[src/rtl/vga_timing_gen_if.sv]
// VGA raster bundle: counters, blank, frame strobe, syncs.
// master = timing generator, slave = renderers / DAC.
interface vga_timing_gen_if;
  logic [9:0] DrawX;
  logic [9:0] DrawY;
  logic       blank;
  logic       frame_start;
  logic       hs;
  logic       vs;

  modport master (
    output DrawX, DrawY, blank,
    output frame_start, hs, vs
  );
  modport slave (
    input DrawX, DrawY, blank,
    input frame_start, hs, vs
  );
endinterface

[src/rtl/vga_timing_gen.sv]
// VGA raster timing: clk vga_clk, sync reset, pixel_ce in;
// DrawX/DrawY/blank/frame_start/hs/vs out via vga (master).
module vga_timing_gen #(
  parameter int H_VISIBLE  = 640,
  parameter int H_FP       = 16,
  parameter int H_SYNC     = 96,
  parameter int H_BP       = 48,
  parameter int V_VISIBLE  = 480,
  parameter int V_FP       = 10,
  parameter int V_SYNC     = 2,
  parameter int V_BP       = 33,
  parameter int SYNC_DELAY = 1
) (
  input  logic vga_clk,
  input  logic reset,
  input  logic pixel_ce,
  vga_timing_gen_if.master vga
);

  localparam int H_TOTAL =
    H_VISIBLE + H_FP + H_SYNC + H_BP;
  localparam int V_TOTAL =
    V_VISIBLE + V_FP + V_SYNC + V_BP;

  if ((H_TOTAL > 1024) || (V_TOTAL > 1024) ||
      (SYNC_DELAY > 4) || (SYNC_DELAY < 0))
  begin : g_bad_cfg
    $error("vga_timing_gen: bad parameters");
  end

  localparam logic [9:0] H_LAST =
    10'(H_TOTAL - 1);
  localparam logic [9:0] V_LAST =
    10'(V_TOTAL - 1);
  localparam logic [10:0] H_VIS =
    11'(H_VISIBLE);
  localparam logic [10:0] V_VIS =
    11'(V_VISIBLE);
  localparam logic [10:0] H_SS =
    11'(H_VISIBLE + H_FP);
  localparam logic [10:0] H_SE =
    11'(H_VISIBLE + H_FP + H_SYNC);
  localparam logic [10:0] V_SS =
    11'(V_VISIBLE + V_FP);
  localparam logic [10:0] V_SE =
    11'(V_VISIBLE + V_FP + V_SYNC);

  logic [9:0] x_q, y_q;
  logic [9:0] x_n, y_n;
  logic       blank_q, fs_q;
  logic       blank_n, fs_n;
  logic       hs_n, vs_n;
  logic [SYNC_DELAY:0] hs_q, vs_q;

  // Everything registered from the next count, so the
  // flags change on the same edge as DrawX/DrawY.
  always_comb begin
    x_n = x_q + 10'd1;
    y_n = y_q;
    if (x_q == H_LAST) begin
      x_n = '0;
      y_n = (y_q == V_LAST) ? '0 : y_q + 10'd1;
    end
    blank_n = ({1'b0, x_n} < H_VIS) &&
              ({1'b0, y_n} < V_VIS);
    fs_n = (x_n == '0) && (y_n == '0);
    hs_n = !(({1'b0, x_n} >= H_SS) &&
             ({1'b0, x_n} <  H_SE));
    vs_n = !(({1'b0, y_n} >= V_SS) &&
             ({1'b0, y_n} <  V_SE));
  end

  // Stage 0 holds the raw sync; stage SYNC_DELAY drives
  // the pin. Reset fills every stage so no partial pulse
  // survives a mid-frame reset.
  always_ff @(posedge vga_clk) begin
    if (reset) begin
      x_q     <= H_LAST;
      y_q     <= V_LAST;
      blank_q <= 1'b0;
      fs_q    <= 1'b0;
      hs_q    <= '1;
      vs_q    <= '1;
    end else if (pixel_ce) begin
      x_q     <= x_n;
      y_q     <= y_n;
      blank_q <= blank_n;
      fs_q    <= fs_n;
      hs_q[0] <= hs_n;
      vs_q[0] <= vs_n;
      for (int i = 1; i <= SYNC_DELAY; i++) begin
        hs_q[i] <= hs_q[i-1];
        vs_q[i] <= vs_q[i-1];
      end
    end
  end

  assign vga.DrawX       = x_q;
  assign vga.DrawY       = y_q;
  assign vga.blank       = blank_q;
  assign vga.frame_start = fs_q;
  assign vga.hs          = hs_q[SYNC_DELAY];
  assign vga.vs          = vs_q[SYNC_DELAY];

endmodule
[src/flat_wrapper.sv]
// flat-port wrapper written by rule: the top's interface ports become plain ports
module vga_timing_gen_flat 
#(
  parameter int H_VISIBLE  = 640,
  parameter int H_FP       = 16,
  parameter int H_SYNC     = 96,
  parameter int H_BP       = 48,
  parameter int V_VISIBLE  = 480,
  parameter int V_FP       = 10,
  parameter int V_SYNC     = 2,
  parameter int V_BP       = 33,
  parameter int SYNC_DELAY = 1
)
  (vga_clk, reset, pixel_ce, vga_DrawX, vga_DrawY, vga_blank, vga_frame_start, vga_hs, vga_vs);
  vga_timing_gen_if vga_i ();
  input  logic vga_clk;
  input  logic reset;
  input  logic pixel_ce;
  output wire logic [$bits(vga_i.DrawX)-1:0] vga_DrawX;
  output wire logic [$bits(vga_i.DrawY)-1:0] vga_DrawY;
  output wire logic [$bits(vga_i.blank)-1:0] vga_blank;
  output wire logic [$bits(vga_i.frame_start)-1:0] vga_frame_start;
  output wire logic [$bits(vga_i.hs)-1:0] vga_hs;
  output wire logic [$bits(vga_i.vs)-1:0] vga_vs;
  assign vga_DrawX = vga_i.DrawX;
  assign vga_DrawY = vga_i.DrawY;
  assign vga_blank = vga_i.blank;
  assign vga_frame_start = vga_i.frame_start;
  assign vga_hs = vga_i.hs;
  assign vga_vs = vga_i.vs;
  vga_timing_gen #(.H_VISIBLE(H_VISIBLE), .H_FP(H_FP), .H_SYNC(H_SYNC), .H_BP(H_BP), .V_VISIBLE(V_VISIBLE), .V_FP(V_FP), .V_SYNC(V_SYNC), .V_BP(V_BP), .SYNC_DELAY(SYNC_DELAY)) u_core (.vga_clk(vga_clk), .reset(reset), .pixel_ce(pixel_ce), .vga(vga_i));
endmodule
[config.mk]
export PLATFORM = sky130hd
export DESIGN_NAME = vga_timing_gen_flat
export DESIGN_NICKNAME = d
export VERILOG_FILES = /design/src/rtl/vga_timing_gen_if.sv /design/src/rtl/vga_timing_gen.sv /design/src/flat_wrapper.sv
export SDC_FILE = /design/constraint.sdc
export NUM_CORES = 1
export LEC_CHECK = 0
export BUFFER_PORTS_ARGS = -buffer_cell sky130_fd_sc_hd__buf_4
export CAP_MARGIN = 20
export CORE_MARGIN = 2
export CORE_UTILIZATION = 54
export CTS_CLUSTER_SIZE = 30
export DETAILED_ROUTE_END_ITERATION = 10
export PLACE_DENSITY_LB_ADDON = 0.1
export RECOVER_POWER = 100
export SLEW_MARGIN = 15
export SYNTH_ARGS = -nofsm -noshare
export SYNTH_HDL_FRONTEND = slang
export SYNTH_SLANG_ARGS = --single-unit
[constraint.sdc]
create_clock -name vga_clk -period 2.64 [get_ports vga_clk]
set_input_delay 0.792 -clock vga_clk [delete_from_list [all_inputs] [get_ports vga_clk]]
set_output_delay 0.792 -clock vga_clk [all_outputs]
set_load 0.01 [all_outputs]
==> impl_metrics.tcl, run 1 <==
set metrics [dict create \
    synth_edf_count 0 \
    critical_path.endpoint_type "flip-flop" \
    synth_warnings 0 \
    cts.root.buffer_cell "clkbuf_4" \
    rsz0062_at_grt "no" \
    fmax_ghz 0.406 \
    fin_cells 288 \
    place.port_buffers 26 \
    clkTransAtPathRegs_ns 0.15 \
    number_of_antenna_violations_at_the_first_check_in_global_routing 0 \
    timing.critical_path.max_delay_family "simple AND/OR/NAND/NOR gates" \
    critical_path.slowest_cell "or4b_1" \
    worst-slew-pin-transition_ns 0.854 \
    fill_cells 310 \
    first_global_vias 1615 \
    grt_start_max_net_pins 19 \
    hold_viol 0 \
    crit_buf_inv 1 \
    maximum_clock_skew_at_final_layout_ns 0.00181 \
    r2r-start "u_core.vga.DrawY[0]" \
    post_synthesis_area_per_instance_um2 7.95 \
    initial_utilization 0.568 \
    synth_top_cell_area_share 0.298 \
    postSynth.asyncResetShare 0 \
    timing_worst_setup_path_type "flip-flop to flip-flop" \
    finish.net_count 252 \
    post-route-period-util 0.933 \
    timing.final.ws_setup_ns 0.178 \
    power_per_cell_area_nw_per_um2 595 \
    synth_area_leaders "dfxtp_1 30%, xnor2_1 5.0%, o21ai_0 4.9%" \
    multiInputGateArea_um2 1090 \
    drc 0 \
    diodes 0 \
    synthDistinctLibCells 52 \
    period_minus_slack_ns 2.46 \
    pre_cts_ws_ns 0.188 \
    detailedRoute.firstPassIterationCount 4 \
    synthDominantAreaCellType "dfxtp_1" \
    mostFrequentLayoutCells "26 x clkbuf_1, 26 x dfxtp_1, 22 x nor2_1" \
    post_route_cells_drive_above_1_share 0.111 \
    timing.slew.headroom 0.431 \
    global_route_wire_length_before_repair_mm 7.47 \
    core_area_um2 3080 \
    hold_path_startpoint "u_core.hs_q[0]" \
    synth_area_um2 1750 \
    met2_routed_wirelength_mm 2.37 \
    layout.cell_area.non_filler_um2 1930 \
    critical_path.max_fanout 9 \
    critical_path.startpoint "u_core.vga.DrawY[0]" \
    cts_made_buffers 3 \
    static-leakage-power_nw 0.689 \
    detailed_place.area_um2 1970 \
    worst_ir_drop_vdd_v 0.000341 \
    cp_data_arrival_time_ns 2.72 \
    routed_wl_mm 4.57 \
    cts_htree_levels 1 \
    routed-via-count 1731 \
    worst_skew_pair.late_latency_ns 0.33 \
    dp.final_hpwl_mm 3.30 \
    grt_usage 0.269 \
    area_growth_pct 10.3 \
    crit_required_ns 2.90 \
    most_instantiated_flip_flop_cell_in_the_synthesis_netlist "dfxtp_1" \
    finalWeightedCongestion 0.894 \
    detail_route.vias_per_cell 6.01 \
    tritoncts "yes" \
    top_layer "met4" \
    seq_area_frac_synth 0.298 \
    ys_ff_latch 26 \
    core.rowCount 20 \
    clock-sinks 26 \
    cts_hold_repair.buffers 0 \
    route.met3.wl_um 263 \
    worstSetupStartpointType "flip-flop" \
    clock_path_buffers 2 \
    run_status "finished, final reports clean" \
    postCtsSetupBuffers 0 \
    setup_total_neg_slack_ns 0 \
    finalPower_mw 1.15 \
    worstPathCellList "inv_1, ha_1, nand4b_1, nor3_4, nor2_1, a211o_1, or4b_1, o31ai_1" \
    ff_latch_area_um2 520 \
    die_area_um2 3710 \
    die_w_um 60.9 \
    number_of_cells_produced_by_synthesis 220 \
    antenna_nets_post_route 0 \
    timing_max_transition_violations_final 0 \
    post_drt_wl_per_cell_um 15.9 \
    grt.overflow.total 0 \
    wirelength_met1_mm 1.88 \
    dpl.cell_count 284 \
    critical-path-max-stage-delay_ns 0.53 \
    drt-initial-drc-count 135 \
    die_h_um 60.9 \
    timing.final.setup_violations 0 \
    cts_resized 0 \
    timing.hold.worst.class "flip-flop to flip-flop" \
    cap_violations 0 \
    io_pins 27 \
    postSynthNetCount 227 \
]
[synth_stat cells (2+ instances only)]
| cell type | n |
|---|---|
| a21oi_1 | 13 |
| clkbuf_8 | 4 |
| inv_1 | 6 |
| o21ai_0 | 17 |
| clkbuf_1 | 9 |
| and3_2 | 2 |
| a31oi_1 | 2 |
| mux2i_1 | 4 |
| nor3_1 | 6 |
| and4_1 | 2 |
| a211oi_1 | 3 |
| or4_1 | 2 |
| or3_1 | 3 |
| nand2b_1 | 3 |
| o31ai_1 | 4 |
| nand4_1 | 8 |
| dfxtp_1 | 26 |
| xor2_1 | 2 |
| nand2_1 | 13 |
| ha_1 | 4 |
| buf_2 | 2 |
| nor2_1 | 22 |
| nand3_1 | 12 |
| nor3b_1 | 2 |
| nor2b_1 | 4 |
| and3_1 | 3 |
| nand4b_1 | 3 |
| or2_2 | 3 |
| xnor2_1 | 10 |
| a211o_1 | 3 |
| a21o_1 | 2 |
[flip-flops by register name, summed over array words and instances (netlist names)]
name,count
u_core.vs_q,2
u_core.vga.DrawY,10
u_core.hs_q,2
u_core.vga.frame_start,1
u_core.vga.DrawX,10
u_core.vga.blank,1
[worst reg2reg max path, delay by kind of cell (launching register included)]
| kind | cells | cell delay (ns) |
|---|---|---|
| DFF | 1 | 0.43 |
| adders and majority gates | 1 | 0.15 |
| and+or+nand+nor | 4 | 1.15 |
| buffers and inverters | 1 | 0.10 |
| AOI/OAI and AO/OA | 2 | 0.55 |
[final timing paths]
path,endpoint,slack (ns),depth (start not counted)
setup reg to reg,u_core.vga.frame_start,0.18,8
hold reg to reg,u_core.hs_q[0],0.49,1
hold / removal,u_core.hs_q[0],0.49,1
setup / recovery,u_core.vga.frame_start,0.18,8
[through the flow]
stage                     utilization  hold WS (ns)
after floorplan                     -         0.439
after global placement          0.639         0.453
after detailed placement        0.639         0.458
after CTS                       0.656         0.491
after global routing            0.626         0.519
final                           0.626         0.494
[report_power, final]
group	internal [mW]	total [mW]	leakage, nW	switching [mW]
Combinational	0.166	0.409	0.449	0.243
Sequential	0.420	0.454	0.212	0.0349
Clock	0.154	0.283	0.0279	0.130
[cell type report]
| type | count | area share |
|---|---|---|
| flip-flops and latches | 26 | 0.270 |
| clock buffers | 3 | 0.0117 |
| inverters | 7 | 0.0136 |
| repair buffers | 38 | 0.0973 |
| multi-input cells | 169 | 0.563 |
| well taps | 44 | 0.0286 |
| clock inverters | 1 | 0.0156 |
[kinds of logic after synthesis]
group	synth area share
flip-flops	0.298
AND/OR/NAND/NOR	0.311
buffers and inverters	0.0845
AO/OA/AOI/OAI	0.186
adder cells (fa/ha/maj)	0.0286
XOR/XNOR	0.0601
multiplexers	0.0315
[layer usage]
layer,vias to the layer above,GRT usage
met4,0,0.0839
met5,-,0
li1,845,-
met3,9,0.0320
met2,64,0.470
met1,813,0.345
Power figures use the tool's default switching activity.
==> run 2: changes to the inputs <==
CORE_MARGIN = unset   (was 2)
==> run 2 against run 1 <==
Routed wire length up 0.26%. Cell count unchanged. Design area down 0.32%. Total power up 1.1%. Combinational power up 2%. Clock-buffer cell count unchanged. Via count up 0.58%. Maximum frequency up 1.7%. Non-clock buffer count unchanged. Critical path type unchanged.
==> impl_metrics.tcl, run 2 (synthesis results as in run 1) <==
set metrics [dict create \
    postCtsSetupBuffers 0 \
    critical_path.startpoint "u_core.vga.DrawX[6]" \
    worst_skew_pair.late_latency_ns 0.34 \
    ff_latch_area_um2 520 \
    layout.cell_area.non_filler_um2 1920 \
    hold_path_startpoint "u_core.hs_q[0]" \
    core.rowCount 20 \
    cts.root.buffer_cell "clkbuf_4" \
    fin_cells 288 \
    finish.net_count 252 \
    postLayoutCoreUtil 0.630 \
    initial_utilization 0.573 \
    die_w_um 58.9 \
    timing_max_transition_violations_final 0 \
    run_status "finished, final reports clean" \
    timing.final.setup_violations 0 \
    timing.final.ws_setup_ns 0.219 \
    grt_start_max_net_pins 19 \
    post_drt_wl_per_cell_um 15.9 \
    place.port_buffers 26 \
    period_minus_slack_ns 2.42 \
    timing.slew.headroom 0.425 \
    dpl.cell_count 284 \
    routed_wl_mm 4.58 \
    setup_total_neg_slack_ns 0 \
    routed-via-count 1741 \
    tritoncts "yes" \
    grt_usage 0.289 \
    timing.hold.worst.class "flip-flop to flip-flop" \
    pre_cts_ws_ns 0.261 \
    post-route-period-util 0.917 \
    diodes 0 \
    first_global_vias 1667 \
    crit_required_ns 2.91 \
    rsz0062_at_grt "no" \
    mostFrequentLayoutCells "26 x clkbuf_1, 26 x dfxtp_1, 22 x nor2_1" \
    die_h_um 58.9 \
    clock_path_buffers 2 \
    drc 0 \
    finalWeightedCongestion 0.885 \
    io_pins 27 \
    critical_path.max_fanout 9 \
    global_route_wire_length_before_repair_mm 7.71 \
    area_growth_pct 9.95 \
    antenna_nets_post_route 0 \
    worst-slew-pin-transition_ns 0.862 \
    fin_hold_ws_ns 0.490 \
    timing_worst_setup_path_type "flip-flop to flip-flop" \
    detailedRoute.firstPassIterationCount 4 \
    r2r-start "u_core.vga.DrawX[6]" \
    clkTransAtPathRegs_ns 0.16 \
    post_route_cells_drive_above_1_share 0.107 \
    core_area_um2 3050 \
    fill_cells 315 \
    cts_made_buffers 3 \
    detailed_place.area_um2 1970 \
    drt-initial-drc-count 161 \
    worstSetupStartpointType "flip-flop" \
    cap_violations 0 \
    die_area_um2 3470 \
    cts_htree_levels 1 \
    worst_ir_drop_vdd_v 0.000283 \
    grt.overflow.total 0 \
    hold_viol 0 \
    critical_path.endpoint_type "flip-flop" \
    static-leakage-power_nw 0.687 \
    power_per_cell_area_nw_per_um2 603 \
    maximum_clock_skew_at_final_layout_ns 0.00151 \
    multiInputGateArea_um2 1080 \
    cp_data_arrival_time_ns 2.69 \
    clock-sinks 26 \
    finalPower_mw 1.16 \
    dp.final_hpwl_mm 3.34 \
    fmax_ghz 0.413 \
    number_of_antenna_violations_at_the_first_check_in_global_routing 0 \
    detail_route.vias_per_cell 6.05 \
]
==> run 2: cell type report <==
type                            count  share of cell area
Multi-Input combinational cell    169               0.562
Sequential cell                    26               0.271
Timing Repair Buffer               38              0.0977
Tap cell                           44              0.0286
Clock inverter                      1              0.0156
Inverter                            7              0.0137
Clock buffer                        3              0.0117
==> run 2: repair_timing <==
| action | CTS | global route |
|---|---|---|
| hold buffers | 0 | 0 |
| setup endpoints to repair | 0 | 1 |
| resized for setup | 0 | 1 |
==> run 2: path summary, 6_finish.rpt <==
kind / to / slack [ns] / depth (start not counted)
min reg2reg: u_core.hs_q[0] / 0.49 / 1
max: u_core.vga.frame_start / 0.22 / 6
max reg2reg: u_core.vga.frame_start / 0.22 / 6
min: u_core.hs_q[0] / 0.49 / 1
==> run 2: per-layer routing <==
layer	track usage	vias up	share of wire
li1	-	849	-
met1	0.351	809	0.42
met2	0.506	60	0.50
met3	0.0286	23	0.045
met4	0.139	0	0.040
met5	0	-	0
==> run 2: worst max-delay path, cell delays in order (launching register included) <==
cell and delay [ns]:
dfxtp_1 0.43, nor4b_4 0.43, nand3_2 0.15, mux2_4 0.32
a211o_1 0.28, or4b_1 0.52, o31ai_1 0.23
==> run 2: power by group <==
group	internal, mW	switching [mW]
sequential	0.420	0.0341
combinational	0.169	0.248
clock	0.154	0.135
total	0.742	0.417
==> run 3: changes to the inputs <==
ABC_AREA = 1   (was unset)
==> run 3 against run 2 <==
Synthesized cell count grew 20%. Sequential cell count is the same. Clock power shrank 4%. Design area shrank 6.7%. Maximum frequency grew 9.2%. Critical path depth grew 6. Cell count grew 9.4%. First-iteration DRC count shrank 8.1%. Combinational power shrank 39%. Area after synthesis shrank 5.0%. Sequential power grew 2%. Critical path type unchanged. Largest cell class unchanged.
==> impl_metrics.tcl, run 3 <==
set metrics [dict create \
    cts_htree_levels 1 \
    worst-slew-pin-transition_ns 0.818 \
    power.switching_mw 0.337 \
    number_of_antenna_violations_at_the_first_check_in_global_routing 0 \
    clock-sinks 26 \
    run_status "finished, final reports clean" \
    static-leakage-power_nw 0.824 \
    post_synthesis_area_per_instance_um2 6.27 \
    finalPower_mw 0.993 \
    die_area_um2 3300 \
    post_synthesis_adder_cell_area_fraction 0.0301 \
    rsz0062_at_grt "no" \
    detail_route.vias_per_cell 5.49 \
    dp.final_hpwl_mm 2.88 \
    area_growth_pct 7.99 \
    worstSetupStartpointType "flip-flop" \
    setup_total_neg_slack_ns 0 \
    cts.root.buffer_cell "clkbuf_4" \
    clkTransAtPathRegs_ns 0.15 \
    finish.net_count 292 \
    synth_warnings 0 \
    place.port_buffers 26 \
    synthDistinctLibCells 27 \
    worstPathCellList "ha_1, nand2_1, nor2_4, nand3_4, clkinv_2, nand2_1, nand2_1, nand2_1, nor2_1, nand3_1, o21ai_0, nand2_1" \
    critical_path.max_fanout 17 \
    clock_path_buffers 2 \
    hold_viol 0 \
    ys_ff_latch 26 \
    initial_utilization 0.587 \
    core_area_um2 2830 \
    grt_start_max_net_pins 30 \
    seq_area_frac_synth 0.313 \
    detailedRoute.firstPassIterationCount 4 \
    critical-path-max-stage-delay_ns 0.51 \
    post-route-period-util 0.840 \
    finalWeightedCongestion 0.914 \
    post_synth_xor_area_fraction 0.0106 \
    fin_hold_ws_ns 0.481 \
    timing.final.ws_setup_ns 0.422 \
    most_common_cell_after_layout_fill_and_taps_aside "nand2_1" \
    timing.hold.worst.class "flip-flop to flip-flop" \
    drc 0 \
    post_drt_wl_per_cell_um 12.6 \
    drt-initial-drc-count 148 \
    core.rowCount 19 \
    routed-via-count 1730 \
    period_minus_slack_ns 2.22 \
    cts_hold_repair.buffers 0 \
    synth-compound-area-share 0.161 \
    mostFrequentLayoutCells "68 x nand2_1, 30 x inv_1, 28 x nand3_1" \
    fmax_ghz 0.451 \
    critical_path.slowest_cell "dfxtp_1" \
    post_route_cells_drive_above_1_share 0.0423 \
    synthDominantAreaCellType "dfxtp_1" \
    antenna_nets_post_route 0 \
    worst_ir_drop_vdd_v 0.000394 \
    routed_wl_mm 3.98 \
    maximum_clock_skew_at_final_layout_ns 0.0147 \
    worst_skew_pair.late_latency_ns 0.33 \
    critical_path.endpoint_type "flip-flop" \
    postCtsSetupBuffers 0 \
    tritoncts "yes" \
    timing.final.setup_violations 0 \
    fill_cells 284 \
    power_per_cell_area_nw_per_um2 554 \
    pre_cts_ws_ns 0.518 \
    grt.overflow.total 0 \
    die_w_um 57.5 \
    layout.cell_area.non_filler_um2 1790 \
    most_instantiated_flip_flop_cell_in_the_synthesis_netlist "dfxtp_1" \
    synth_area_leaders "dfxtp_1 31%, nand2_1 15%, nand3_1 8.1%" \
    timing_worst_setup_path_type "flip-flop to flip-flop" \
    synth_commonest_cells "67 x nand2_1, 30 x inv_1, 27 x nand3_1, 27 x nor2_1, 26 x dfxtp_1" \
    cp_data_arrival_time_ns 2.46 \
    multiplexer_area_fraction_after_synthesis 0 \
    crit_top_cell "nand2_1" \
    yosys.cell_count.top_type "nand2_1" \
    first_global_vias 1458 \
    cap_violations 0 \
    timing.slew.headroom 0.455 \
    yosys.area_share.simple 0.385 \
    timing_max_transition_violations_final 0 \
    cts_made_buffers 3 \
    postSynth.asyncResetShare 0 \
    synth_top_cell_area_share 0.313 \
    p_comb_frac 0.255 \
    die_h_um 57.5 \
    dominant_combinational_cell_family_by_area_after_synthesis "simple AND/OR/NAND/NOR gates" \
    p_int_mw 0.657 \
    clock_power_share 0.278 \
    io_pins 27 \
    diodes 0 \
    netSwitchingFraction 0.339 \
    synth_area_um2 1660 \
    global_route_wire_length_before_repair_mm 6.69 \
    cts_resized 0 \
    synth_edf_count 0 \
    postSynthNetCount 272 \
    grt_usage 0.255 \
    detailed_place.area_um2 1850 \
    p_seq_frac 0.467 \
    number_of_cells_produced_by_synthesis 265 \
    crit_required_ns 2.88 \
]
## run 3: changes by cell type after synthesis, moves of 5 or more
cell     before  now
a21oi_1      13   18
inv_1         6   30
nand2_1      13   67
nand3_1      12   27
nor2_1       22   27
xnor2_1      10    1
## run 3: cell families after synthesis
| family | after synthesis |
|---|---|
| and+or+nand+nor | 143 |
| adders and majority gates | 4 |
| DFF | 26 |
| xor gates and xnor gates | 2 |
| AOI/OAI and AO/OA | 48 |
| buffers and inverters | 42 |
## run 3: final cells by class
cell class	count	area, um^2	area share
timing repair buffer	26	101	0.0565
clock inverter	1	30.0	0.0167
multi-input combinational	197	962	0.537
inverter	31	118	0.0656
clock buffer	3	22.5	0.0126
tap	31	38.8	0.0216
sequential	26	520	0.290
## run 3: layer usage
metal	part of all wire	GRT usage	wire, um	vias to the layer above
met5	0	0	0	-
li1	-	-	-	904
met1	0.50	0.381	2010	764
met3	0.064	0.0499	253	4
met4	0.0058	0.0418	23	0
met2	0.43	0.382	1700	58
## run 3: worst max-delay path, delay by kind of cell, from the launching register on
kind | cells | cell delay, ns
compound gates | 1 | 0.16
fa+ha+maj | 1 | 0.24
buf+inv | 1 | 0.19
flops | 1 | 0.51
simple gates | 9 | 1.03
## run 3: final timing paths
kind | startpoint | to | slack (ns) | cells past startpoint
setup / recovery | u_core.vga.DrawX[0] | u_core.vs_q[0] | 0.42 | 12
hold / removal | u_core.vga.blank | u_core.vga.blank | 0.48 | 2
setup reg to reg | u_core.vga.DrawX[0] | u_core.vs_q[0] | 0.42 | 12
hold reg to reg | u_core.vga.blank | u_core.vga.blank | 0.48 | 2
## run 3: power by group through the flow
stage	Clock [mW]	Sequential, mW	Combinational (mW)
2_1_floorplan	0	0.472	0.189
3_3_place_gp	0	0.472	0.272
3_5_place_dp	0	0.472	0.273
4_1_cts	0.284	0.463	0.274
5_1_grt	0.304	0.469	0.287
6_report	0.277	0.464	0.253
## run 3: through the flow
step                      utilization  instances
after floorplan                     -        265
after global placement          0.652        311
final                           0.634        315
after global routing            0.634        315
after CTS                       0.671        315
after detailed placement        0.652        311
